$ cat config.mk
export PLATFORM = sky130hd
export DESIGN_NAME = clock_edge_monitor_flat
export DESIGN_NICKNAME = d
export VERILOG_FILES = /design/src/rtl/clock_edge_monitor_if.sv /design/src/rtl/clock_edge_monitor.sv /design/src/flat_wrapper.sv
export SDC_FILE = /design/constraint.sdc
export NUM_CORES = 1
export LEC_CHECK = 0
export BUFFER_PORTS_ARGS = -buffer_cell sky130_fd_sc_hd__buf_4
export CORE_MARGIN = 10
export CORE_UTILIZATION = 30
export DETAILED_ROUTE_END_ITERATION = 8
export GPL_TIMING_DRIVEN = 0
export SLEW_MARGIN = 0
export SYNTH_ARGS = -nofsm -noshare
export SYNTH_HDL_FRONTEND = slang
export SYNTH_SLANG_ARGS = --single-unit
$ cat constraint.sdc
create_clock -name in_clk -period 6.05 [get_ports in_clk]
set_input_delay 1.21 -clock in_clk [delete_from_list [all_inputs] [get_ports in_clk]]
set_output_delay 1.21 -clock in_clk [all_outputs]
set_load 0.01 [all_outputs]
$ cat src/rtl/clock_edge_monitor_if.sv
// clock_edge_monitor_if: slow-clock input and measurement outputs of clock_edge_monitor.
// high_time/high_valid exist only when CLKMON_DUTY_EN is defined.
interface clock_edge_monitor_if #(parameter int PERIOD_W = 16);
   logic sclk;
   logic rise_pulse;
   logic fall_pulse;
   logic [PERIOD_W-1:0] period;
   logic period_valid;
   logic locked;
   logic clk_lost;
   logic jitter_err;
`ifdef CLKMON_DUTY_EN
   logic [PERIOD_W-1:0] high_time;
   logic high_valid;
   modport master(input sclk, output rise_pulse, fall_pulse, period, period_valid, locked, clk_lost,
                  jitter_err, high_time, high_valid);
   modport slave(output sclk, input rise_pulse, fall_pulse, period, period_valid, locked, clk_lost,
                 jitter_err, high_time, high_valid);
`else
   modport master(input sclk, output rise_pulse, fall_pulse, period, period_valid, locked, clk_lost,
                  jitter_err);
   modport slave(output sclk, input rise_pulse, fall_pulse, period, period_valid, locked, clk_lost,
                 jitter_err);
`endif
endinterface

$ cat src/rtl/clock_edge_monitor.sv
// clock_edge_monitor: synchronizes a slow external clock, strobes its edges, measures its period
// and tracks lock; CLKMON_DUTY_EN adds high-time measurement.
module clock_edge_monitor #(
   parameter int SYNC_STAGES = 2,
   parameter int PERIOD_W = 16,
   parameter int TIMEOUT = 1023,
   parameter int LOCK_COUNT = 4,
   parameter int TOL = 1
) (
   input logic in_clk,
   input logic reset_n,
   clock_edge_monitor_if.master mon
);
   typedef enum logic [1:0] {NO_CLK, ACQUIRE, LOCKED} state_t;
   localparam int GW = $clog2(LOCK_COUNT + 1);
   localparam logic [PERIOD_W-1:0] MAX = '1;
   localparam logic [PERIOD_W-1:0] TIMEOUT_W = PERIOD_W'(TIMEOUT);
   localparam logic [PERIOD_W:0] TOL_W = (PERIOD_W + 1)'(TOL);
   state_t state, state_nx;
   logic [GW-1:0] good_cnt, good_nx;
   logic [SYNC_STAGES-1:0] sync;
   logic prev, rise, fall, timeout, in_tol, pv_nx, jerr_nx;
   logic [PERIOD_W-1:0] cnt, meas;
   logic [PERIOD_W:0] dev;
   assign rise = sync[SYNC_STAGES-1] & ~prev;
   assign fall = ~sync[SYNC_STAGES-1] & prev;
   assign meas = cnt == MAX ? MAX : cnt + 1'b1;
   // widened by one bit so the absolute difference cannot wrap
   assign dev = meas > mon.period ? {1'b0, meas} - {1'b0, mon.period} : {1'b0, mon.period} - {1'b0, meas};
   assign in_tol = dev <= TOL_W;
   assign timeout = !rise && cnt >= TIMEOUT_W;
   always_ff @(posedge in_clk or negedge reset_n)
      if (!reset_n) begin
         state <= NO_CLK;
         good_cnt <= '0;
      end else begin
         state <= state_nx;
         good_cnt <= good_nx;
      end
   // good_cnt == 0 in ACQUIRE marks that no period has been measured since leaving NO_CLK
   always_comb begin
      state_nx = state;
      good_nx = good_cnt;
      if (rise) begin
         if (state == NO_CLK) begin
            state_nx = ACQUIRE;
            good_nx = '0;
         end else if (state == ACQUIRE) begin
            good_nx = (good_cnt == '0 || !in_tol) ? GW'(1) : good_cnt + 1'b1;
            state_nx = good_nx == GW'(LOCK_COUNT) ? LOCKED : ACQUIRE;
         end else if (!in_tol) begin
            state_nx = ACQUIRE;
            good_nx = GW'(1);
         end
      end else if (timeout) begin
         state_nx = NO_CLK;
         good_nx = '0;
      end
   end
   always_comb begin
      pv_nx = rise && state != NO_CLK;
      jerr_nx = rise && state == LOCKED && !in_tol;
   end
   always_ff @(posedge in_clk or negedge reset_n)
      if (!reset_n) begin
         sync <= '0;
         prev <= 1'b0;
         cnt <= '0;
         mon.rise_pulse <= 1'b0;
         mon.fall_pulse <= 1'b0;
         mon.period <= '0;
         mon.period_valid <= 1'b0;
         mon.jitter_err <= 1'b0;
         mon.locked <= 1'b0;
         mon.clk_lost <= 1'b1;
      end else begin
         sync <= {sync[SYNC_STAGES-2:0], mon.sclk};
         prev <= sync[SYNC_STAGES-1];
         cnt <= rise ? '0 : (cnt == MAX ? cnt : cnt + 1'b1);
         mon.rise_pulse <= rise;
         mon.fall_pulse <= fall;
         if (pv_nx) mon.period <= meas;
         mon.period_valid <= pv_nx;
         mon.jitter_err <= jerr_nx;
         mon.locked <= state == LOCKED;
         mon.clk_lost <= state == NO_CLK;
      end
`ifdef CLKMON_DUTY_EN
   logic [PERIOD_W-1:0] hcnt;
   logic seen_rise;
   always_ff @(posedge in_clk or negedge reset_n)
      if (!reset_n) begin
         hcnt <= '0;
         seen_rise <= 1'b0;
         mon.high_time <= '0;
         mon.high_valid <= 1'b0;
      end else begin
         hcnt <= rise ? '0 : (hcnt == MAX ? hcnt : hcnt + 1'b1);
         seen_rise <= rise | (seen_rise & ~timeout);
         if (fall) mon.high_time <= hcnt == MAX ? MAX : hcnt + 1'b1;
         mon.high_valid <= fall & seen_rise;
      end
`endif
endmodule
$ cat src/flat_wrapper.sv
// flat-port wrapper written by rule: the top's interface ports become plain ports
module clock_edge_monitor_flat 
#(
   parameter int SYNC_STAGES = 2,
   parameter int PERIOD_W = 16,
   parameter int TIMEOUT = 1023,
   parameter int LOCK_COUNT = 4,
   parameter int TOL = 1
)
  (in_clk, reset_n, mon_sclk, mon_rise_pulse, mon_fall_pulse, mon_period, mon_period_valid, mon_locked, mon_clk_lost, mon_jitter_err);
  clock_edge_monitor_if #(.PERIOD_W(PERIOD_W)) mon_i ();
  input logic in_clk;
  input logic reset_n;
  input wire logic [$bits(mon_i.sclk)-1:0] mon_sclk;
  output wire logic [$bits(mon_i.rise_pulse)-1:0] mon_rise_pulse;
  output wire logic [$bits(mon_i.fall_pulse)-1:0] mon_fall_pulse;
  output wire logic [$bits(mon_i.period)-1:0] mon_period;
  output wire logic [$bits(mon_i.period_valid)-1:0] mon_period_valid;
  output wire logic [$bits(mon_i.locked)-1:0] mon_locked;
  output wire logic [$bits(mon_i.clk_lost)-1:0] mon_clk_lost;
  output wire logic [$bits(mon_i.jitter_err)-1:0] mon_jitter_err;
  assign mon_i.sclk = mon_sclk;
  assign mon_rise_pulse = mon_i.rise_pulse;
  assign mon_fall_pulse = mon_i.fall_pulse;
  assign mon_period = mon_i.period;
  assign mon_period_valid = mon_i.period_valid;
  assign mon_locked = mon_i.locked;
  assign mon_clk_lost = mon_i.clk_lost;
  assign mon_jitter_err = mon_i.jitter_err;
  clock_edge_monitor #(.SYNC_STAGES(SYNC_STAGES), .PERIOD_W(PERIOD_W), .TIMEOUT(TIMEOUT), .LOCK_COUNT(LOCK_COUNT), .TOL(TOL)) u_core (.in_clk(in_clk), .reset_n(reset_n), .mon(mon_i));
endmodule
# Word-level counts from Yosys, hierarchy flattened

Cells that the tools add are included.

Bits in registers: 46
Output and inout bits: 22
Word-level logic and storage cells: 57

$add $sub $neg: 4
Order comparisons: 3
Equal/unequal tests: 6
Mux-type cells: 16
Bitwise operators: 4
Reduce and logical (&&, ||, !) cells: 12

Operators with widths:

| operator              | number |
|---|---|
| $mux 16               | 3 |
| $sub 16x16->17        | 2 |
| $mux 3                | 6 |
| $le 17x1->1 const B   | 1 |
| $mux 17               | 1 |
| $add 16x1->16 const B | 1 |
| $eq 16x16->1 const B  | 1 |
| $ge 16x10->1 const B  | 1 |
| $gt 16x16->1          | 1 |
| $mux 2                | 6 |
| $logic_and 1x1->1     | 4 |
| $ne 4x4->1 const B    | 1 |
| $reduce_bool 2->1     | 2 |
| $add 3x1->3 const B   | 1 |
| $eq 3x3->1 const B    | 1 |
| $logic_not 3->1       | 1 |
| $and 1x1->1           | 2 |
| $eq 2x1->1 const B    | 1 |
| $eq 2x2->1 const B    | 1 |
| $logic_not 1->1       | 2 |
| $logic_not 2->1       | 1 |
| $ne 2x1->1 const B    | 1 |
| $not 1->1             | 2 |
| $reduce_and 2->1      | 1 |
| $logic_or 1x1->1      | 1 |

# Logic depth before layout (Yosys ltp)

Gate-level depths: netlist of run 1.

Depth in word-level cells: 13
Mapped depth: 21
Mapped depth without buffers: 18

# Worst setup path before layout of run 1

Ideal clock, no wire load.

Path type: register -> register
From: register u_core.cnt[2]
To: register u_core.state[0]
Setup time: 0.126 ns
Arrival time: 4.653 ns
Data required time: 5.924 ns
Path slack: 1.271 ns
Stages on the path, launching flop included: 20
Path buffers: 2
Cell sequence: dfrtp_1 > nand3_1 > nor2_1 > nand2_1 > or3_1 > clkbuf_1 > nor3_1 > clkbuf_1 > nor2_1 > inv_1 > ha_1 > nor2b_1 > o21ai_0 > a21oi_2 > o31ai_4 > nand4b_1 > or4b_1 > a211oi_2 > nand3_2 > a221o_1

Word-level cells in the longest chain between the ends: 13

Ends and longest elaborated chain:

| what                                                  | RTL line                 | text |
|---|---|---|
| start: declaration                                    | clock_edge_monitor.sv:23 | `logic [PERIOD_W-1:0] cnt, meas;` |
| start signal: assignment                              | clock_edge_monitor.sv:79 | `cnt <= rise ? '0 : (cnt == MAX ? cnt : cnt + 1'b1);` |
| $eq 16x16->1 *                                        | clock_edge_monitor.sv:27 | `assign meas = cnt == MAX ? MAX : cnt + 1'b1;` |
| $mux 16 *                                             | clock_edge_monitor.sv:27 |  |
| named net u_core.meas[1]                              | clock_edge_monitor.sv:23 |  |
| $sub 16x16->17 / $gt 16x16->1 (equally long branches) | clock_edge_monitor.sv:29 | `assign dev = meas > mon.period ? {1'b0, meas} - {1'b0, mon.period} : {1'b0, mon.period} - {1'b0, meas};` |
| $mux 17 *                                             | clock_edge_monitor.sv:29 |  |
| $le 17x1->1 *                                         | clock_edge_monitor.sv:30 | `assign in_tol = dev <= TOL_W;` |
| $logic_not 1->1                                       | clock_edge_monitor.sv:49 | `good_nx = (good_cnt == '0 \|\| !in_tol) ? GW'(1) : good_cnt + 1'b1;` |
| $logic_or 1x1->1                                      | clock_edge_monitor.sv:49 |  |
| $mux 3                                                | clock_edge_monitor.sv:49 |  |
| $eq 3x3->1                                            | clock_edge_monitor.sv:50 | `state_nx = good_nx == GW'(LOCK_COUNT) ? LOCKED : ACQUIRE;` |
| $mux 2                                                | clock_edge_monitor.sv:50 |  |
| $mux 2                                                | clock_edge_monitor.sv:48 | `end else if (state == ACQUIRE) begin` |
| $mux 2                                                | clock_edge_monitor.sv:45 | `if (state == NO_CLK) begin` |
| $mux 2                                                | clock_edge_monitor.sv:44 | `if (rise) begin` |
| end signal: assignment                                | clock_edge_monitor.sv:37 | `state <= state_nx;` |
| end: declaration                                      | clock_edge_monitor.sv:19 | `state_t state, state_nx;` |

The timed path passes the listed nets; every way through them passes the cells marked *.
A chain may end at the register's enable or synchronous reset.

# Worst setup path in the final report of run 1

From: register u_core.cnt[0]
To: register u_core.state[0]

Word-level cells in the longest chain between the ends: 13

Ends and longest elaborated chain:

| what                                                  | RTL line |
|---|---|
| $add 16x1->16 / $eq 16x16->1 (equally long branches)  | clock_edge_monitor.sv:27 |
| $mux 16 *                                             | clock_edge_monitor.sv:27 |
| named net u_core.meas[1]                              | clock_edge_monitor.sv:23 |
| $sub 16x16->17 / $gt 16x16->1 (equally long branches) | clock_edge_monitor.sv:29 |
| $mux 17 *                                             | clock_edge_monitor.sv:29 |
| $le 17x1->1 *                                         | clock_edge_monitor.sv:30 |
| $logic_not 1->1                                       | clock_edge_monitor.sv:49 |
| $logic_or 1x1->1                                      | clock_edge_monitor.sv:49 |
| $mux 3                                                | clock_edge_monitor.sv:49 |
| $eq 3x3->1                                            | clock_edge_monitor.sv:50 |
| $mux 2                                                | clock_edge_monitor.sv:50 |
| $mux 2                                                | clock_edge_monitor.sv:48 |
| $mux 2                                                | clock_edge_monitor.sv:45 |
| $mux 2                                                | clock_edge_monitor.sv:44 |

Marks and branches as above.

==> run metrics, run 1 <==
Post-Syn Area 4209 sq um; DP HPWL 8965 um; # H-tree levels 2; Synth Area in XOR/XNOR 4.370%; TritonCTS clock tree yes; worst-margin pin slew 592.2 ps; gr usage total 11.25%; die area 19170 sq um; Worst setup SP type flop; area share of fa/ha/maj cells after synthesis 11.36%; worst-path fanout max 10; Routed wire per std cell 15.47 um; Initial DRC Count 198; final WL 11260 um; Post-synth EDFFs 0; post-route clock skew 5.815 ps; Initial Util 30.44%; status completed; slew margin rel. 60.52%; async set-reset flop share out of synthesis 100.0%; Cells after Synth 516; final setup vio count 0; layout cells sized above 1 13.32%; max-slew violations 0; Yosys Warn Count 0; Placer Congestion 0.8794; vias in the first global route 3743; Die H 138.5 um; Post-Synth Simple-Gate Area 24.82%; Pre-Repair DR Iteration Count 5; crit path DAT 5710 ps; num rows 43; IR drop worst, VDD 184.0 uV; post-layout util 34.67%; max_cap viols 0; PD cells 426.0 nW/um^2; drt via density 5.262; vias post-DR 3831; Design Area, Final 4793 sq um; Net count, final 587; CP endpoint kind flop; RSZ-0062 raised after global routing no; WP data required 6220 ps; flops & latches, synth 46; mux cell area share after synthesis 2.319%; Clk pin slew, worst setup/hold paths 60 ps; Max Root-Sink Buffers 2; Mapped Nets 556; Hold Buf Count CTS 0; number of diodes 0; Final Hold Viols 0; initial antenna violation count 0; placeable core region 13830 sq um; grt ovf 0; # IOs 25; Seq/Total Area, Yosys 27.38%; ys flop type dfrtp_1; Cell variety after synth 79; Post-CTS Setup Bufs 0; first-pass GRT wire length 18400 um; placed cell areas 4614 sq um; Worst Hold Class flop to flop; Routed Antenna Nets 0; fin crit period 5538 ps; Syn Area/Cell 8.157 sq um; Root Buffer clkbuf_16; worst setup path class flop to flop; # port buffers 24; cts bufs inserted 5; die width 138.5 um; drt drc 0; Area Growth Syn to Fin 13.88%; Sum Neg Setup Slack 0 ps; CTS sink cnt 46; Max Fclk 180.6 MHz; largest net degree at the start of global routing 47; Pleak 2.294 nW; main combinational cell family by area after synthesis simple AND/OR/NAND/NOR gates; period utilisation layout 91.54%; Compound-Gate Fraction of Synth Area 21.08%; Skew-Pair Late Insertion Delay 290 ps
-- metrics by stage --
stage | setup WS (ps) | hold WS [ps] | cells | total power, mW
CTS | 8.661 | 361.1 | 728 | 2.035
finish | 512.1 | 358.4 | 728 | 2.042
detailed placement | 68.66 | 346.6 | 720 | 1.706
global route | 169.8 | 369.3 | 728 | 2.201
global placement | 98.15 | 336.9 | 720 | 1.687
floorplan | 1271 | 331.2 | 516 | 1.406
-- timing repair --
item	in CTS	in global routing
gates resized for setup	0	4
endpoints found under the hold margin	0	0
setup endpoints to repair	0	6
-- logic make-up after synthesis --
logic type	after synthesis
xor gates and xnor gates	21
muxes	8
and+or+nand+nor	201
buffers and inverters	65
AOI/OAI and AO/OA	138
DFF	46
adders and majority gates	37
-- path summary, 6_finish.rpt --
path / cells past startpoint / endpoint / start / slack [ps]
setup / recovery: 18 / u_core.state[0]$_DFFE_PN0P_ / u_core.cnt[0]$_DFFE_PN0P_ / 510
hold / removal: 0 / u_core.sync[1]$_DFF_PN0_ / u_core.sync[0]$_DFF_PN0_ / 360
setup reg to reg: 18 / u_core.state[0]$_DFFE_PN0P_ / u_core.cnt[0]$_DFFE_PN0P_ / 510
hold reg to reg: 0 / u_core.sync[1]$_DFF_PN0_ / u_core.sync[0]$_DFF_PN0_ / 360
max in group asynchronous: 1 / u_core.cnt[3]$_DFFE_PN0P_ / reset_n / 4730
min in group asynchronous: 1 / u_core.good_cnt[2]$_DFFE_PN0P_ / reset_n / 910
-- layout by cell type, fill, tap and decap left out, drive strengths merged, types with 3 or more instances in the layout --
cell and n:
a21oi 33, nor2b 8, nand3 16, xor2 9, nand2b 11, xnor2 12
o31ai 4, o21a 6, nand2 46, nand4 12, a21boi 3, nor2 54
a21o 13, nor3b 3, o21ai 47, buf 32, mux2i 6, a211oi 4
nor4 7, or4 3, a31oi 7, clkbuf 23, inv 41, or3 5
o22ai 3, ha 35, nor3 12, dfrtp 45, and3 5, and2 6
-- worst max-delay path: stages (launching register included) --
cell and delay [ps]:
dfrtp_1 450, ha_1 280, nand2_1 120, or3_1 310, clkbuf_1 190, nor3_2 350
clkbuf_2 290, nor2_1 160, inv_1 130, ha_1 260, nor2b_1 160, o21ai_0 410
a21boi_0 270, or3_1 380, a21oi_1 150, or4b_1 460, a211oi_2 420, nand3_2 240
a221o_1 400
-- flip-flops by register name, indices dropped and copies added, names as in the netlist, 2 cells and up --
signal             count
u_core.good_cnt        3
u_core.state           2
u_core.mon.period     16
u_core.cnt            16
u_core.sync            2
-- Yosys cell counts, types with 7 or more instances --
cell type	instances	share of area (%)
a21o_1	12	2.1
inv_1	41	3.7
xnor2_1	12	2.5
nor4_1	7	1.0
nand3_1	15	1.8
dfrtp_1	45	27
a21oi_1	31	3.7
xor2_1	9	1.9
nand2b_1	11	1.6
ha_1	35	10
a31oi_1	7	1.0
nor3_1	12	1.4
nor2b_1	8	1.2
nor2_1	54	4.8
clkbuf_1	9	0.80
nand4_1	12	1.8
o21ai_0	44	5.2
nand2_1	45	4.0
-- power breakdown --
part	leakage [nW]	switching [mW]	internal, mW
sequential	0.613	0.0313	0.334
clock	0.0841	0.110	0.206
combinational	1.60	0.787	0.573
-- metal layers --
| layer | wire [um] | GRT usage, % | part of all wire [%] | vias to the layer above |
|---|---|---|---|---|
| met2 | 5680 | 19.85 | 50 | 79 |
| met5 | 0 | 0 | 0 | - |
| met4 | 218 | 4.495 | 1.9 | 0 |
| met1 | 5050 | 13.64 | 45 | 1856 |
| met3 | 310 | 1.096 | 2.8 | 15 |
| li1 | - | - | - | 1881 |
-- cell type report --
class	count	area, sq um
Inverter	41	153.9
Buffer	24	212.7
Clock buffer	7	142.6
Clock inverter	1	30.03
Multi-Input combinational cell	405	2696
Timing Repair Buffer	24	180.2
Sequential cell	46	1152
Fill cell	1434	9034
Tap cell	180	225.2
No activity file was read; power rests on OpenSTA's default activity.
==> inputs of run 2 (changes only) <==
- BUFFER_PORTS_ARGS: -buffer_cell sky130_fd_sc_hd__buf_4 -> default
- DONT_BUFFER_PORTS: default -> 1
- GPL_TIMING_DRIVEN: 0 -> default
==> run 2 against run 1 <==
Against the previous run:
- critical path depth unchanged
- clock power up 12%
- sequential power up 2%
- combinational power down 4%
- first-iteration DRC count up 12%
- worst hold slack worse by 7.6 ps
- via count down 6.3%
- critical endpoint unchanged
==> run metrics, run 2 (synthesized netlist as in run 1, its figures left out) <==
register area 1152 sq um; Max Root-Sink Buffers 2; Skew-Pair Late Insertion Delay 290 ps; DP HPWL 8333 um; WP buf/inv 2; Initial Util 30.44%; Die H 138.5 um; post-layout util 32.08%; Worst setup SP type flop; Initial DRC Count 221; TritonCTS clock tree yes; cell mode on critical path nor2_1; worst stage delay on the critical path 560 ps; post-CTS resize count 0; Routed wire per std cell 15.58 um; largest net degree at the start of global routing 47; IR drop worst, VDD 195.2 uV; initial antenna violation count 0; period utilisation layout 86.92%; die area 19170 sq um; slew margin rel. 22.55%; Post-CTS Setup Bufs 0; Pre-Repair DR Iteration Count 6; first-pass GRT wire length 18120 um; worst-margin pin slew 1162 ps; CTS sink cnt 46; number of diodes 0; fin worst setup slack 791.4 ps; worst setup path class flop to flop; # IOs 25; grt ovf 0; leading cell type in the layout, fill and taps excluded nor2_1; most frequent cells in the layout nor2_1, nand2_1, dfrtp_1, o21ai_0, inv_1; Root Buffer clkbuf_16; Power Total 2.026 mW; PD cells 456.9 nW/um^2; Final Hold Viols 0; fin crit period 5259 ps; placeable core region 13830 sq um; Reg2Reg Capture Point u_core.state[0]$_DFFE_PN0P_; RSZ-0062 raised after global routing no; CP endpoint kind flop; gr usage total 11.04%; post-route clock skew 10.04 ps; CP Cell Sequence nand3_1, nor2_1, nand2_1, or3_1, nor3_1, buf_4, nor2_1, inv_1, ha_1, nor2b_1, o21ai_0, a21oi_2, o31ai_4, nand4b_1, or4b_1, a211oi_2, nand3_2, a221o_1; instance count on the critical path 18; worst-path fanout max 13; vias post-DR 3588; max-slew violations 0; status completed; Max Fclk 190.2 MHz; Clk pin slew, worst setup/hold paths 60 ps; Net count, final 541; largest registers u_core.cnt x16, u_core.mon.period x16, u_core.good_cnt x3; layout cells sized above 1 7.171%; Crit-path slowest cell o21ai_0; final setup vio count 0; Pleak 2.077 nW; Design Area, Final 4436 sq um; crit path DAT 5430 ps; # H-tree levels 2; Hold Buf Count CTS 0; reg2reg start u_core.cnt[2]$_DFFE_PN0P_; dpl ws 776.5 ps; Routed Antenna Nets 0; final WL 10620 um; Placer Congestion 0.8954; vias in the first global route 3571; die width 138.5 um; reg2reg setup slack 790 ps; FF-to-FF path depth 18; crit path capture u_core.state[0]$_DFFE_PN0P_; num rows 43; Sum Neg Setup Slack 0 ps; placed cells 674; critical path's top delay family simple AND/OR/NAND/NOR gates; Worst Hold Class flop to flop; Area Growth Syn to Fin 5.380%; Fillers 1462; drt drc 0; Multi-input gate area 2695 sq um; crit path from u_core.cnt[2]$_DFFE_PN0P_; cts bufs inserted 5; WP data required 6230 ps; max_cap viols 0; Cell Count, Final, Fillers Out 682; drt via density 5.261; WHS 350.8 ps; placed cell areas 4242 sq um; # port buffers 0
## run 2: routing by layer
layer	vias to the layer above	track usage (%)	wire [um]
met4	0	3.663	185
met3	13	1.575	443
met1	1703	13.44	4822
met5	-	0	0
met2	86	19.40	5173
li1	1786	-	-
## run 2: worst min path at each step
stage / end / cells past startpoint / startpoint / slack (ps)
detailed placement: u_core.sync[1]$_DFF_PN0_ / 0 / u_core.sync[0]$_DFF_PN0_ / 340
global route: u_core.sync[1]$_DFF_PN0_ / 0 / u_core.sync[0]$_DFF_PN0_ / 370
floorplan: u_core.sync[1]$_DFF_PN0_ / 0 / u_core.sync[0]$_DFF_PN0_ / 330
global placement: u_core.sync[1]$_DFF_PN0_ / 0 / u_core.sync[0]$_DFF_PN0_ / 340
CTS: u_core.sync[1]$_DFF_PN0_ / 0 / u_core.sync[0]$_DFF_PN0_ / 360
finish: u_core.sync[1]$_DFF_PN0_ / 0 / u_core.sync[0]$_DFF_PN0_ / 350
## run 2: power by group
part | internal (mW) | switching, mW
combinational | 0.528 | 0.772
sequential | 0.334 | 0.0373
clock | 0.237 | 0.117
## run 2: layout make-up
class,count,area share (%)
Clock buffer,5,2.821
Clock inverter,3,1.551
Inverter,41,3.470
Multi-Input combinational cell,405,60.76
Sequential cell,46,25.98
Tap cell,180,5.078
Timing Repair Buffer,2,0.3385
==> inputs of run 3 (changes only) <==
- ABC_CLOCK_PERIOD_IN_PS: default -> 6050
- CAP_MARGIN: default -> 20
- REMOVE_ABC_BUFFERS: default -> 1
==> run 3 against run 2 <==
Against the previous run:
- via count up 2.6%
- sequential cell count is the same
- final area fell by 0.45%
==> run metrics, run 3 (synthesized netlist as in run 1, its figures left out) <==
worst-path fanout max 13; Sum Neg Setup Slack 0 ps; TritonCTS clock tree yes; fin crit period 5275 ps; Initial DRC Count 280; clock power share 14.1%; PD cells 443.7 nW/um^2; gr usage total 11.46%; Worst Hold Class flop to flop; vias in the first global route 3673; Hold Buf Count CTS 0; drt drc 0; max_cap viols 0; Root Buffer clkbuf_16; max-slew violations 0; CTS sink cnt 46; grt ovf 0; post-route clock skew 2.587 ps; die area 19170 sq um; crit path DAT 5450 ps; num rows 43; Area Growth Syn to Fin 4.905%; Combinational Power Share 66.8%; drt via density 5.372; dpl ws 815.1 ps; hold path depth 0; FF-to-FF path depth 17; switching power 0.9331 mW; first-pass GRT wire length 18770 um; CP endpoint kind flop; slew margin rel. 56.64%; final WL 10950 um; cts bufs inserted 5; Initial Util 30.44%; Routed wire per std cell 15.99 um; Placer Congestion 0.8859; Routed Antenna Nets 0; Int Pwr 1.026 mW; Fillers 1430; Max Fclk 189.6 MHz; Final Hold Viols 0; Seq pwr share 19.1%; largest registers u_core.cnt x16, u_core.mon.period x16, u_core.good_cnt x3; status completed; Net count, final 544; RSZ-0062 raised after global routing no; most frequent cells in the layout nor2_1, nand2_1, dfrtp_1, o21ai_0, inv_1; worst setup path class flop to flop; Sw Share 47.63%; number of diodes 0; Post-CTS Setup Bufs 0; initial antenna violation count 0; DP HPWL 8610 um; Pleak 2.068 nW; final setup vio count 0; post-layout util 31.93%; Pre-Repair DR Iteration Count 7; post-CTS resize count 0; layout cells sized above 1 7.723%; WP data required 6220 ps; fin worst setup slack 775.1 ps; vias post-DR 3680; die width 138.5 um; WHS 360.5 ps; period utilisation layout 87.19%; Worst setup SP type flop; leading cell type in the layout, fill and taps excluded nor2_1; Clk pin slew, worst setup/hold paths 60 ps; # IOs 25; placeable core region 13830 sq um; Skew-Pair Late Insertion Delay 290 ps; # H-tree levels 2; Max Root-Sink Buffers 2; worst-margin pin slew 643.6 ps; # port buffers 0; largest net degree at the start of global routing 47; IR drop worst, VDD 145.7 uV; Die H 138.5 um
[run 3: worst max-delay path, cell delays in order (launching register included)]
cell,delay [ps]
dfrtp_1,440
ha_1,260
nand2_1,100
or3_1,440
nor3_1,230
buf_4,220
nor2_1,140
inv_1,120
ha_1,260
nor2b_1,150
o21ai_0,520
a21oi_2,160
o31ai_4,440
nand4b_1,170
or4b_1,500
a211oi_2,390
nand3_2,210
a221o_1,390
[run 3: power by group through the flow]
| stage | registers, mW | logic [mW] | clock network (mW) |
|---|---|---|---|
| CTS | 0.376 | 1.28 | 0.285 |
| detailed placement | 0.382 | 1.28 | 0 |
| global placement | 0.380 | 1.25 | 0 |
| global route | 0.379 | 1.45 | 0.299 |
| floorplan | 0.370 | 1.00 | 0 |
| finish | 0.375 | 1.31 | 0.276 |
[run 3: area by class of cell]
class	count	area [sq um]	share of cell area (%)
sequential	46	1152	26.10
tap	180	225.2	5.101
clock inverter	2	12.51	0.2834
timing repair buffer	5	37.54	0.8501
clock buffer	6	138.9	3.145
inverter	41	153.9	3.485
multi-input combinational	405	2695	61.04
[run 3: worst paths after layout]
check	startpoint	to	slack, ps
hold reg to reg	u_core.sync[0]$_DFF_PN0_	u_core.sync[1]$_DFF_PN0_	360
setup reg to reg	u_core.cnt[0]$_DFFE_PN0P_	u_core.state[0]$_DFFE_PN0P_	780
setup / recovery	u_core.cnt[0]$_DFFE_PN0P_	u_core.state[0]$_DFFE_PN0P_	780
hold / removal	u_core.sync[0]$_DFF_PN0_	u_core.sync[1]$_DFF_PN0_	360
min in group asynchronous	reset_n	u_core.mon.period[15]$_DFFE_PN0P_	610
max in group asynchronous	reset_n	u_core.mon.clk_lost$_DFF_PN1_	5260
[run 3: layer usage]
layer	track usage, %	up-vias	share of wire (%)
li1	-	1790	-
met4	4.772	0	2.6
met5	0	-	0
met1	13.63	1752	43
met3	1.712	22	5.0
met2	20.03	116	49
[run 3: per-stage QoR]
| stage | total power, mW | std cells | instance area (sq um) |
|---|---|---|---|
| 2_1_floorplan | 1.373 | 492 | 3998 |
| 3_3_place_gp | 1.629 | 677 | 4264 |
| 3_5_place_dp | 1.660 | 677 | 4264 |
| 4_1_cts | 1.943 | 685 | 4415 |
| 5_1_grt | 2.124 | 685 | 4415 |
| 6_report | 1.959 | 685 | 4415 |
